### config.mk
export PLATFORM = sky130hd
export DESIGN_NAME = mux4_rr_collector_flat
export DESIGN_NICKNAME = d
export VERILOG_FILES = /design/src/rtl/mux4_rr_collector_if.sv /design/src/rtl/mux4_rr_collector.sv /design/src/flat_wrapper.sv
export SDC_FILE = /design/constraint.sdc
export NUM_CORES = 1
export LEC_CHECK = 0
export ABC_AREA = 1
export ABC_CLOCK_PERIOD_IN_PS = 1750
export CAP_MARGIN = 30
export CORE_MARGIN = 5
export CORE_UTILIZATION = 35
export DETAILED_ROUTE_END_ITERATION = 8
export MAX_ROUTING_LAYER = met4
export PLACE_DENSITY = 0.81
export REMOVE_ABC_BUFFERS = 1
export SETUP_SLACK_MARGIN = 0.2
export SYNTH_ARGS = -nofsm -noshare
export SYNTH_HDL_FRONTEND = slang
export SYNTH_SLANG_ARGS = --single-unit
### constraint.sdc
create_clock -name clk -period 1.75 [get_ports clk]
set_input_delay 0.2625 -clock clk [delete_from_list [all_inputs] [get_ports clk]]
set_output_delay 0.2625 -clock clk [all_outputs]
set_load 0.02 [all_outputs]
### src/rtl/mux4_rr_collector_if.sv
// Lane-side and sink-side handshake bundle for mux4_rr_collector.
// With MUX4_PKT_LOCK_EN defined it also carries in_last/out_last packet framing.
interface mux4_rr_collector_if #(
  parameter int DW = 8
);
  logic [3:0]      in_valid;
  logic [4*DW-1:0] in_data;
  logic [3:0]      in_ready;
  logic            out_valid;
  logic [DW-1:0]   out_data;
  logic            out_sel0;
  logic            out_sel1;
  logic            out_ready;
`ifdef MUX4_PKT_LOCK_EN
  logic [3:0]      in_last;
  logic            out_last;

  modport slave (
    input  in_valid, in_data, in_last, out_ready,
    output in_ready, out_valid, out_data, out_sel0, out_sel1, out_last
  );
  modport master (
    output in_valid, in_data, in_last, out_ready,
    input  in_ready, out_valid, out_data, out_sel0, out_sel1, out_last
  );
`else
  modport slave (
    input  in_valid, in_data, out_ready,
    output in_ready, out_valid, out_data, out_sel0, out_sel1
  );
  modport master (
    output in_valid, in_data, out_ready,
    input  in_ready, out_valid, out_data, out_sel0, out_sel1
  );
`endif
endinterface

### src/rtl/mux4_rr_collector.sv
// Round-robin merge of four valid/ready lanes into one registered, lane-tagged output word.
// Optional packet lock (grant held on a lane until its in_last word) when MUX4_PKT_LOCK_EN is defined.
module mux4_rr_collector #(
  parameter int DW = 8
) (
  input  logic               clk,
  input  logic               rst_n,
  mux4_rr_collector_if.slave bus
);

  typedef enum logic {EMPTY = 1'b0, FULL = 1'b1} state_t;

  state_t        state, state_nxt;
  logic [1:0]    ptr, ptr_nxt;
  logic [DW-1:0] data_q;
  logic [1:0]    sel_q;
  logic [3:0]    req;
  logic [1:0]    grant;
  logic          ld;
  logic          xfer;
`ifdef MUX4_PKT_LOCK_EN
  logic          locked, locked_nxt;
  logic          last_q;
`endif

  always_comb begin
    req = bus.in_valid;
`ifdef MUX4_PKT_LOCK_EN
    // While locked, the held word's lane (sel_q) is the only lane allowed to compete.
    if (locked) req = bus.in_valid & (4'b0001 << sel_q);
`endif

    // Walk downward so the lane closest to ptr wins.
    grant = ptr;
    for (int k = 3; k >= 0; k--) begin
      if (req[ptr + 2'(k)]) grant = ptr + 2'(k);
    end

    ld           = (state == EMPTY) | bus.out_ready;
    xfer         = ld & (|req) & rst_n;
    bus.in_ready = xfer ? (4'b0001 << grant) : 4'b0000;

    state_nxt = state;
    ptr_nxt   = ptr;
`ifdef MUX4_PKT_LOCK_EN
    locked_nxt = locked;
`endif
    if (xfer) begin
      state_nxt = FULL;
      ptr_nxt   = grant + 2'd1;
`ifdef MUX4_PKT_LOCK_EN
      if (!bus.in_last[grant]) begin
        locked_nxt = 1'b1;
        ptr_nxt    = ptr;
      end else begin
        locked_nxt = 1'b0;
      end
`endif
    end else if (ld) begin
      state_nxt = EMPTY;
    end
  end

  always_ff @(posedge clk) begin
    if (!rst_n) begin
      state  <= EMPTY;
      ptr    <= 2'd0;
      data_q <= '0;
      sel_q  <= 2'd0;
`ifdef MUX4_PKT_LOCK_EN
      locked <= 1'b0;
      last_q <= 1'b0;
`endif
    end else begin
      state <= state_nxt;
      ptr   <= ptr_nxt;
`ifdef MUX4_PKT_LOCK_EN
      locked <= locked_nxt;
`endif
      if (xfer) begin
        data_q <= bus.in_data[int'(grant)*DW +: DW];
        sel_q  <= grant;
`ifdef MUX4_PKT_LOCK_EN
        last_q <= bus.in_last[grant];
`endif
      end
    end
  end

  assign bus.out_valid = (state == FULL);
  assign bus.out_data  = data_q;
  assign bus.out_sel0  = sel_q[0];
  assign bus.out_sel1  = sel_q[1];
`ifdef MUX4_PKT_LOCK_EN
  assign bus.out_last  = last_q;
`endif

endmodule

### src/flat_wrapper.sv
// flat-port wrapper written by rule: the top's interface ports become plain ports
module mux4_rr_collector_flat 
#(
  parameter int DW = 8
)
  (clk, rst_n, bus_in_valid, bus_in_data, bus_out_ready, bus_in_ready, bus_out_valid, bus_out_data, bus_out_sel0, bus_out_sel1);
  mux4_rr_collector_if #(.DW(DW)) bus_i ();
  input  logic clk;
  input  logic rst_n;
  input wire logic [$bits(bus_i.in_valid)-1:0] bus_in_valid;
  input wire logic [$bits(bus_i.in_data)-1:0] bus_in_data;
  input wire logic [$bits(bus_i.out_ready)-1:0] bus_out_ready;
  output wire logic [$bits(bus_i.in_ready)-1:0] bus_in_ready;
  output wire logic [$bits(bus_i.out_valid)-1:0] bus_out_valid;
  output wire logic [$bits(bus_i.out_data)-1:0] bus_out_data;
  output wire logic [$bits(bus_i.out_sel0)-1:0] bus_out_sel0;
  output wire logic [$bits(bus_i.out_sel1)-1:0] bus_out_sel1;
  assign bus_i.in_valid = bus_in_valid;
  assign bus_i.in_data = bus_in_data;
  assign bus_i.out_ready = bus_out_ready;
  assign bus_in_ready = bus_i.in_ready;
  assign bus_out_valid = bus_i.out_valid;
  assign bus_out_data = bus_i.out_data;
  assign bus_out_sel0 = bus_i.out_sel0;
  assign bus_out_sel1 = bus_i.out_sel1;
  mux4_rr_collector #(.DW(DW)) u_core (.clk(clk), .rst_n(rst_n), .bus(bus_i));
endmodule
# Yosys cells after proc, flatten, opt, wreduce, memory -nomap -nowiden
# Index checks and enable logic that the tools add are counted.
word_totals:
  ff_bits: 13
  inputBits: 39
  output_inout_bits: 15
  elab_cells: 35
classes:
  addsub: 4
  magnitude_cmp: 4
  n_shift: 2
  n_mux: 15
  bitwise_logic: 4
  n_reduce_logical: 2
op_table:
  columns: ["cell", "n"]
  rows:
  - ["variable part select 32 x 6 -> 8 bit", 1]
  - ["less-than comparator 2 x 3 -> 1 bit, second input constant", 4]
  - ["binary-select mux 1 bit (select 2 bit)", 4]
  - ["two-way mux 2 bit", 4]
  - ["two-way mux 1 bit", 6]
  - ["adder 2 x 1 -> 2 bit, second input constant", 2]
  - ["adder 2 bit, second input constant", 2]
  - ["two-way mux 4 bit", 1]
  - ["OR reduction 4 bit", 1]
  - ["left shift 1 x 2 -> 4 bit, first input constant", 1]
  - ["AND 1 bit", 2]
  - ["nonzero test 2 bit", 1]
  - ["NOT 1 bit", 1]
  - ["OR 1 bit", 1]

# Depth between registers and ports, before layout
# Gate-level depths: netlist of run 1.
logic_depth:
  word_depth: 9
  ltp_mapped: 17
  mapped_depth_nobuf: 15

# Worst setup path before layout of run 1
# Ideal clock, no wire load.
synth_path:
  path_kind: "flip-flop to output port"
  start: "register u_core.ptr[0]"
  end: "output port bus_in_ready[3]"
  arrival_ns: 1.486
  required_ns: 1.487
  slack_ns: 0.001
  stages_incl_launch_ff: 14
  path_buffers: 1
  path_cell_list: "dfxtp_1 -> buf_6 -> inv_6 -> nand2_1 -> nand2_1 -> nand2_1 -> nand2_1 -> inv_2 -> nand2_2 -> nand2_2 -> nand2_4 -> nand2_4 -> nand2_1 -> nor2_1"
synth_between:
  elab_chain_cells: 9
  word_cells_on_any_way: 17
  cone_classes: "3 x add/sub; 1 x shift; 13 x mux"
synth_rtl:
  columns: ["element", "line", "rtl"]
  rows:
  - ["from (decl)", "mux4_rr_collector.sv:14", "logic [1:0] ptr, ptr_nxt;"]
  - ["from (signal assigned)", "mux4_rr_collector.sv:76", "ptr <= ptr_nxt;"]
  - ["adder 2 bit", "mux4_rr_collector.sv:36", "if (req[ptr + 2'(k)]) grant = ptr + 2'(k);"]
  - ["binary-select mux 1 bit (select 2 bit)", "mux4_rr_collector.sv:36", null]
  - ["two-way mux 1 bit (not written as such)", "mux4_rr_collector.sv:36", null]
  - ["two-way mux 2 bit (3 in a row)", "mux4_rr_collector.sv:36", null]
  - ["two-way mux 2 bit (*)", "mux4_rr_collector.sv:36", null]
  - ["left shift 1 x 2 -> 4 bit (*)", "mux4_rr_collector.sv:41", "bus.in_ready = xfer ? (4'b0001 << grant) : 4'b0000;"]
  - ["two-way mux 4 bit (*)", "mux4_rr_collector.sv:41", null]
  - ["to (decl)", "flat_wrapper.sv:13", "output wire logic [$bits(bus_i.in_ready)-1:0] bus_in_ready;"]
# Every way passes the cells marked *; elsewhere a longest branch is shown, timed or not. The select of a mux whose other input is x is not followed.

# Final worst setup path of run 1
layout_path:
  start: "register u_core.ptr[0]"
  end: "output port bus_in_ready[1]"
# Same word-level chain as after synthesis.

==> results.json, run 1 <==
{
  "end_kind": "output port",
  "drtIter0Drc": 48,
  "numCtsBuffers": 3,
  "cts_tree": "built",
  "hold_start": "u_core.sel_q[0]$_SDFFE_PN0P_",
  "synth_area_leaders": "dfxtp_1, nand3_1, inv_1, nand2_1, nor2_1",
  "slew_headroom_pct": 81.0,
  "r2r_cells": 16,
  "antenna_found_initial": 0,
  "path_cells": "buf_8 > o21ai_4 > nand2_1 > nand2_1 > nand2_2 > nand2_4 > nand3_4 > nand2_4 > nand2_4 > nor2_4 > buf_6",
  "final_max_slew_viol_count": 0,
  "final_common_cell": "inv_1",
  "ys.warnings.count": 0,
  "critPathMaxFanout": 8,
  "rsz0062_at_grt": "true",
  "die_h_um": 67.2,
  "grt_overflow": 0,
  "hold_depth": 2,
  "final-hold-violation-count": 0,
  "fin_skew_ns": 0.00219,
  "yosysTopAreaCellShare_pct": 22.7,
  "whs_endpoint": "u_core.sel_q[0]$_SDFFE_PN0P_",
  "worstPathArrival_ns": 1.75,
  "die_area_um2": 4520,
  "timing.critical_path.mode_cell": "nand2_4",
  "fmax_mhz": 498,
  "final_antenna_net_count": 0,
  "h-tree-depth": 1,
  "cp_slowest_cell": "dfxtp_2",
  "antennaDiodeCount": 0,
  "clkSinkCount": 13,
  "setup_viol": 13,
  "postSynthAreaPerCell_um2": 5.41,
  "fin_cells": 337,
  "hpwl_um": 2580,
  "die_w_um": 67.2,
  "max-cap-violations": 0,
  "port_buffers": 53,
  "ys_ff_latch": 13,
  "path_class": "register to output port",
  "grt_pass1_wl_um": 5870,
  "final_util_pct": 69.8,
  "outcome": "finished, violations left",
  "hold_class": "register to register",
  "postCtsHoldBufs": 0,
  "layout-drive-gt1-share_pct": 28.0,
  "io_pins": 54,
  "leakage_nw": 1.17,
  "fin_ws_ns": -0.259,
  "critPathLaunchType": "register",
  "synth_area_um2": 1150,
  "routed_wl_um": 3890,
  "core_um2": 3100,
  "dp_cells": 324,
  "power_mw": 3.94,
  "first_pass_iters": 4,
  "synth_top_area_cell": "dfxtp_1",
  "worst_pin_slew_ns": 0.284,
  "p_per_area_nw_per_um2": 1820,
  "fin_nets": 333,
  "period_needed_ns": 2.01,
  "timing.final.crit_share_pct": 115,
  "final.fill_count": 266,
  "cts.clk_slew.worst_paths_ns": 0.08,
  "area_delta_synth_final_pct": 89.0,
  "worst_path_largest_cell_delay_ns": 0.34,
  "worstSkewPairLatency_ns": 0.28,
  "drc": 0,
  "peakVddDrop_mv": 0.778,
  "rows": 20,
  "crit_buf_inv": 2,
  "grt_pass1_vias": 1394,
  "yosysUniqueCellTypes": 22,
  "root_buffer": "clkbuf_4",
  "grtUsageTotal_pct": 17.3,
  "routedWlPerCell_um": 11.5,
  "initial_core_util_pct": 36.9,
  "reg2reg_from": "u_core.ptr[0]$_SDFFE_PN0P_",
  "clock_path_buffers": 2,
  "grt_max_degree": 17,
  "crit_required_ns": 1.49,
  "syn_inst": 212,
  "critical_path.startpoint": "u_core.ptr[0]$_SDFFE_PN0P_",
  "final_cell_mix": "inv_1, nand3_1, clkdlybuf4s50_1",
  "yosysSeqAreaShare_pct": 22.7,
  "viasPerCell": 4.52,
  "gp_congestion": 0.858,
  "crit_family": "simple AND/OR/NAND/NOR gates",
  "r2r_end": "u_core.bus.out_data[2]$_SDFFE_PN0P_",
  "whs_ns": 0.505,
  "fin_setup_tns_ns": -2.08,
  "vias": 1522,
  "violations": "negative setup slack",
  "ff2ff_setup_slack_ns": -0.16
}
==> flip-flops by register name (all words and copies together) (netlist names) <==
register / cells
u_core.bus.out_valid: 1
u_core.sel_q: 2
u_core.ptr: 2
u_core.bus.out_data: 8
==> worst max-delay path by stage <==
stage	slack [ns]	to	depth (start not counted)
2_1_floorplan	-0.27	bus_in_ready[2]	10
3_3_place_gp	-0.81	bus_in_ready[2]	12
3_5_place_dp	-0.85	bus_in_ready[2]	12
4_1_cts	-0.25	bus_in_ready[1]	13
5_1_grt	-0.34	bus_in_ready[1]	11
6_report	-0.26	bus_in_ready[1]	11
==> layout make-up <==
type | instances | area, um2 | area share [%]
Multi-Input combinational cell | 136 | 774 | 35.8
Clock buffer | 4 | 26.3 | 1.21
Tap cell | 44 | 55.1 | 2.54
Timing Repair Buffer | 85 | 831 | 38.4
Inverter | 55 | 216 | 9.99
Sequential cell | 13 | 263 | 12.1
==> metal layers <==
layer	vias to the layer above	GRT usage, %	routed length [um]
met5	-	-	0
met4	0	6.84	60
met3	7	2.50	186
met1	676	17.7	1470
li1	799	-	-
met2	40	32.6	2170
==> cell families after synthesis <==
group | share of synthesized area (%)
compound gates | 2.40
flops | 22.7
buf+inv | 23.0
simple gates | 51.9
==> power breakdown <==
group | internal (mW) | switching, mW
clock network | 0.0885 | 0.100
logic | 1.61 | 1.71
registers | 0.389 | 0.0546
total | 2.08 | 1.86
==> worst register-to-register path: cells and delay by family (launching register included) <==
kind,cells,cell delay (ns)
AO/OA/AOI/OAI,1,0.15
buffers and inverters,4,0.60
AND/OR/NAND/NOR,11,0.77
flip-flops,1,0.34
==> synth_stat cells, drive strengths merged <==
library cell,n
a21oi,2
buf,6
clkbuf,2
clkinv,1
dfxtp,13
inv,54
nand2,55
nand3,51
nand4,1
nor2,23
nor3,1
o21ai,2
o31ai,1
==> timing repair <==
action                                  in CTS  in global routing
pin swaps                                   14                  7
buffers inserted                             5                  3
resized for setup                           62                 24
gates cloned                                 1                  0
endpoints found under the setup margin      14                 16
==> per-stage QoR <==
stage,area (um2),worst slack (ns)
floorplan,1090,-0.268
global placement,1850,-0.805
detailed placement,1850,-0.846
CTS,2060,-0.246
global route,2170,-0.343
finish,2170,-0.259
No activity file was read; power rests on OpenSTA's default activity.
==> run 2, diff against run 1 <==
MAX_ROUTING_LAYER = default   (was met4)
==> run 2 against run 1 <==
  * The run still ends with negative setup slack left
  * Sequential power barely moved
  * Worst setup slack hardly changed
  * Final area unchanged
  * Fmax about the same
  * Sequential cell count unchanged
  * Global-route usage down 0.37 points
  * Register-to-register slack is essentially flat
  * Count of clock-buffer cells in the layout is the same
  * Clock power about the same
  * Clock skew is essentially flat
  * Combinational power hardly changed
  * Critical path type unchanged
==> results.json, run 2 (same netlist as run 1, synthesis figures left out) <==
{
  "outcome": "finished, violations left",
  "violations": "negative setup slack",
  "dp_cells": 324,
  "grt_overflow": 0,
  "routed_wl_um": 3880,
  "io_pins": 54,
  "grt_max_degree": 17,
  "cts_tree": "built",
  "pwr-share-clk_pct": 4.8,
  "peakVddDrop_mv": 0.778,
  "hpwl_um": 2580,
  "switching_share_pct": 47.2,
  "antennaDiodeCount": 0,
  "numCtsBuffers": 3,
  "layout-drive-gt1-share_pct": 28.0,
  "max-cap-violations": 0,
  "clock_path_buffers": 2,
  "h-tree-depth": 1,
  "final_common_cell": "inv_1",
  "leakage_nw": 1.17,
  "period_needed_ns": 2.01,
  "setup_viol": 13,
  "worst_pin_slew_ns": 0.287,
  "critPathMaxFanout": 8,
  "grt_pass1_vias": 1397,
  "drtIter0Drc": 45,
  "die_h_um": 67.2,
  "fin_cells": 337,
  "path_class": "register to output port",
  "area_delta_synth_final_pct": 89.0,
  "slew_headroom_pct": 80.7,
  "final_antenna_net_count": 0,
  "final_cell_mix": "inv_1, nand3_1, clkdlybuf4s50_1",
  "fmax_mhz": 498,
  "die_area_um2": 4520,
  "whs_ns": 0.504,
  "largest_reg_flops": 8,
  "drc": 0,
  "rsz0062_at_grt": "true",
  "fin_skew_ns": 0.00234,
  "final_max_slew_viol_count": 0,
  "fin_setup_tns_ns": -2.06,
  "switching_power_mw": 1.86,
  "p_per_area_nw_per_um2": 1820,
  "crit_required_ns": 1.49,
  "share_comb_of_total_power_pct": 84.0,
  "die_w_um": 67.2,
  "timing.final.crit_share_pct": 115,
  "fin_nets": 333,
  "fin_ws_ns": -0.258,
  "vias": 1535,
  "gp_congestion": 0.845,
  "root_buffer": "clkbuf_4",
  "antenna_found_initial": 0,
  "final-hold-violation-count": 0,
  "grt_pass1_wl_um": 5890,
  "cts.clk_slew.worst_paths_ns": 0.08,
  "rows": 20,
  "viasPerCell": 4.55,
  "worstPathArrival_ns": 1.75,
  "power_mw": 3.94,
  "core_um2": 3100,
  "end_kind": "output port",
  "p_seq_share_pct": 11.3,
  "critPathLaunchType": "register",
  "routedWlPerCell_um": 11.5,
  "first_pass_iters": 4,
  "final_area_um2": 2170,
  "internal-power_mw": 2.08,
  "post_dp_cell_area_um2": 1850,
  "port_buffers": 53,
  "hold_class": "register to register",
  "clkSinkCount": 13,
  "grtUsageTotal_pct": 16.9,
  "worstSkewPairLatency_ns": 0.28,
  "initial_core_util_pct": 36.9
}
[run 2: cell counts in the layout (fill, tap and decap cells not counted)]
Identical to the previous run, type by type.
[run 2: what timing repair did]
item	CTS	global route
hold buffers	0	0
gates cloned	1	0
setup endpoints to repair	14	16
setup buffers	5	3
pin swaps	14	7
resized for setup	62	24
[run 2: worst paths after layout]
check / start / endpoint / cells past startpoint / slack, ns
max: u_core.ptr[0]$_SDFFE_PN0P_ / bus_in_ready[1] / 11 / -0.26
min: u_core.sel_q[0]$_SDFFE_PN0P_ / u_core.sel_q[0]$_SDFFE_PN0P_ / 2 / 0.50
max reg2reg: u_core.ptr[0]$_SDFFE_PN0P_ / u_core.bus.out_data[2]$_SDFFE_PN0P_ / 16 / -0.15
min reg2reg: u_core.sel_q[0]$_SDFFE_PN0P_ / u_core.sel_q[0]$_SDFFE_PN0P_ / 2 / 0.50
[run 2: power by group through the flow]
| stage | clock network [mW] | registers (mW) | logic, mW |
|---|---|---|---|
| CTS | 0.195 | 0.437 | 2.96 |
| global placement | 0 | 0.434 | 2.30 |
| detailed placement | 0 | 0.434 | 2.33 |
| finish | 0.189 | 0.444 | 3.31 |
| floorplan | 0 | 0.542 | 1.28 |
| global route | 0.205 | 0.456 | 3.58 |
[run 2: area by class of cell]
cell class | instances | area (um2)
fill | 266 | 937
timing repair buffer | 85 | 831
multi-input combinational | 136 | 774
sequential | 13 | 263
inverter | 55 | 216
tap | 44 | 55.1
clock buffer | 4 | 26.3
[run 2: stage by stage]
stage | util (%) | setup WS [ns]
3_3_place_gp | 59.7 | -0.805
2_1_floorplan | - | -0.268
6_report | 69.8 | -0.258
3_5_place_dp | 59.7 | -0.846
5_1_grt | 69.8 | -0.343
4_1_cts | 66.5 | -0.246
[run 2: layer usage]
| layer | share of wire (%) | GRT usage, % |
|---|---|---|
| met5 | 0 | 0 |
| met4 | 1.5 | 6.84 |
| met3 | 4.8 | 2.83 |
| met2 | 56 | 32.9 |
| met1 | 37 | 17.6 |
[run 2: worst max-delay path: stages (launching register included)]
cell     delay (ns)
dfxtp_2        0.34
buf_8          0.14
o21ai_4        0.15
nand2_1        0.09
nand2_1        0.08
nand2_2        0.06
nand2_4        0.08
nand3_4        0.11
nand2_4        0.09
nand2_4        0.07
nor2_4         0.13
buf_6          0.13
==> run 3, diff against run 2 <==
ABC_CLOCK_PERIOD_IN_PS = default   (was 1750)
DONT_BUFFER_PORTS = 1   (was default)
PLACE_DENSITY = 0.6   (was 0.81)
==> run 3 against run 2 <==
  * The flow still finishes with violations (negative setup slack)
  * Final cell count fell by 17%
  * Power fell by 9.5%
  * Global-route usage fell by 1.1 points
  * Worst hold slack got worse by 0.41 ns
  * Count of clock-buffer cells in the layout did not move
  * Critical path type unchanged
  * Highest routed layer unchanged
  * Clock skew rose by 0.0031 ns
  * Via count fell by 16%
  * Die area did not move
  * Final area fell by 25%
  * Sequential power rose by 20%
==> results.json, run 3 (same netlist as run 1, synthesis figures left out) <==
{
  "die_area_um2": 4520,
  "end_kind": "output port",
  "first_pass_iters": 4,
  "hold_start": "rst_n",
  "cts_tree": "built",
  "grt_max_degree": 16,
  "critical_path.startpoint": "u_core.ptr[0]$_SDFFE_PN0P_",
  "fin_setup_tns_ns": -2.81,
  "crit_required_ns": 1.49,
  "met3_usage_pct": 5.49,
  "h-tree-depth": 1,
  "violations": "negative setup slack",
  "antenna_found_initial": 0,
  "final_antenna_net_count": 0,
  "grt_pass1_vias": 1237,
  "r2r_cells": 18,
  "drc": 0,
  "root_buffer": "clkbuf_4",
  "final_common_cell": "inv_1",
  "port_buffers": 0,
  "area_delta_synth_final_pct": 41.2,
  "cts.clk_slew.worst_paths_ns": 0.09,
  "peakVddDrop_mv": 0.823,
  "path_class": "register to output port",
  "largest_reg_flops": 8,
  "routedWlPerCell_um": 12.3,
  "timing.final.crit_share_pct": 117,
  "slew_headroom_pct": 80.6,
  "core_um2": 3100,
  "fin_cells": 281,
  "critPathMaxFanout": 6,
  "grt_overflow": 0,
  "leakage_nw": 0.940,
  "power_mw": 3.57,
  "top_usage_layer": "met2",
  "die_h_um": 67.2,
  "grtUsageTotal_pct": 15.8,
  "rsz0062_at_grt": "true",
  "max-cap-violations": 0,
  "initial_core_util_pct": 36.9,
  "final_cell_mix": "inv_1, nand3_1, nand2_1",
  "grt_pass1_wl_um": 5490,
  "gp_congestion": 0.871,
  "final_util_pct": 52.1,
  "fin_ws_ns": -0.299,
  "setup_viol": 12,
  "dp_cells": 265,
  "fmax_mhz": 488,
  "whs_ns": 0.0944,
  "critPathLaunchType": "register",
  "worstPathArrival_ns": 1.79,
  "final_max_slew_viol_count": 0,
  "rows": 20,
  "reg2reg_from": "u_core.ptr[0]$_SDFFE_PN0P_",
  "vias": 1289,
  "io_pins": 54,
  "outcome": "finished, violations left",
  "clkSinkCount": 13,
  "hold_class": "primary input to register",
  "use_met2_pct": 27.7,
  "worst_pin_slew_ns": 0.289,
  "hold_depth": 2,
  "routed_wl_um": 3450,
  "die_w_um": 67.2,
  "viasPerCell": 4.59,
  "fin_nets": 277,
  "drtIter0Drc": 38,
  "dp_slack_ns": -0.0570,
  "p_per_area_nw_per_um2": 2200,
  "layout-drive-gt1-share_pct": 29.5,
  "period_needed_ns": 2.05,
  "final_area_um2": 1620,
  "final.fill_count": 354,
  "numCtsBuffers": 3,
  "clock_path_buffers": 2,
  "fin_skew_ns": 0.00541,
  "hpwl_um": 2380,
  "final-hold-violation-count": 0,
  "antennaDiodeCount": 0,
  "worstSkewPairLatency_ns": 0.29,
  "post_dp_cell_area_um2": 1290,
  "grtUsageMet1_pct": 18.3
}
## run 3: cell count changes in the layout (fill, tap and decap cells not counted), moves of 2 or more
cell             delta
clkdlybuf4s50_1    -45
buf_4               -7
nand2_1             +5
dlygate4sd2_1       -4
nand2_4             -3
dfxtp_2             -2
nand2_2             -2
## run 3: cell type report
cell class                      count  area (um2)  area share (%)
Multi-Input combinational cell    136         753            46.6
Timing Repair Buffer               29         303            18.7
Sequential cell                    13         264            16.3
Inverter                           55         216            13.4
Tap cell                           44        55.1            3.40
Clock buffer                        4        26.3            1.62
## run 3: worst paths after layout
path	endpoint	slack [ns]
worst max-delay path	bus_in_ready[0]	-0.30
worst min-delay path	u_core.bus.out_valid$_SDFFE_PN0P_	0.09
worst max register to register	u_core.bus.out_data[7]$_SDFFE_PN0P_	-0.24
worst min register to register	u_core.sel_q[0]$_SDFFE_PN0P_	0.58
## run 3: metal layers
layer  part of all wire [%]  vias up
li1                       -      684
met1                     41      563
met2                     51       38
met3                    7.4        4
met4                   0.52        0
met5                      0        -
## run 3: what timing repair did
action,in CTS,in global routing
setup endpoints to repair,13,14
gates cloned,1,1
hold endpoints to repair,0,0
setup buffers,8,2
hold buffers,0,0
gates resized for setup,18,32
pin swaps,8,16
## run 3: critical path, cell delays in order (launching register included)
cell and delay [ns]:
dfxtp_4 0.37, buf_12 0.13, inv_8 0.06, nand2_2 0.06, nand2_2 0.07, nand2_1 0.07
nand2_2 0.07, nand2_2 0.07, nand2_4 0.08, nand2_4 0.05, nand2_4 0.09, nand3_4 0.11
nor2_4 0.13, buf_6 0.12
## run 3: power breakdown
| part | switching (mW) | internal, mW |
|---|---|---|
| clock network | 0.112 | 0.0887 |
| registers | 0.142 | 0.391 |
| logic | 1.54 | 1.29 |
| total | 1.79 | 1.77 |
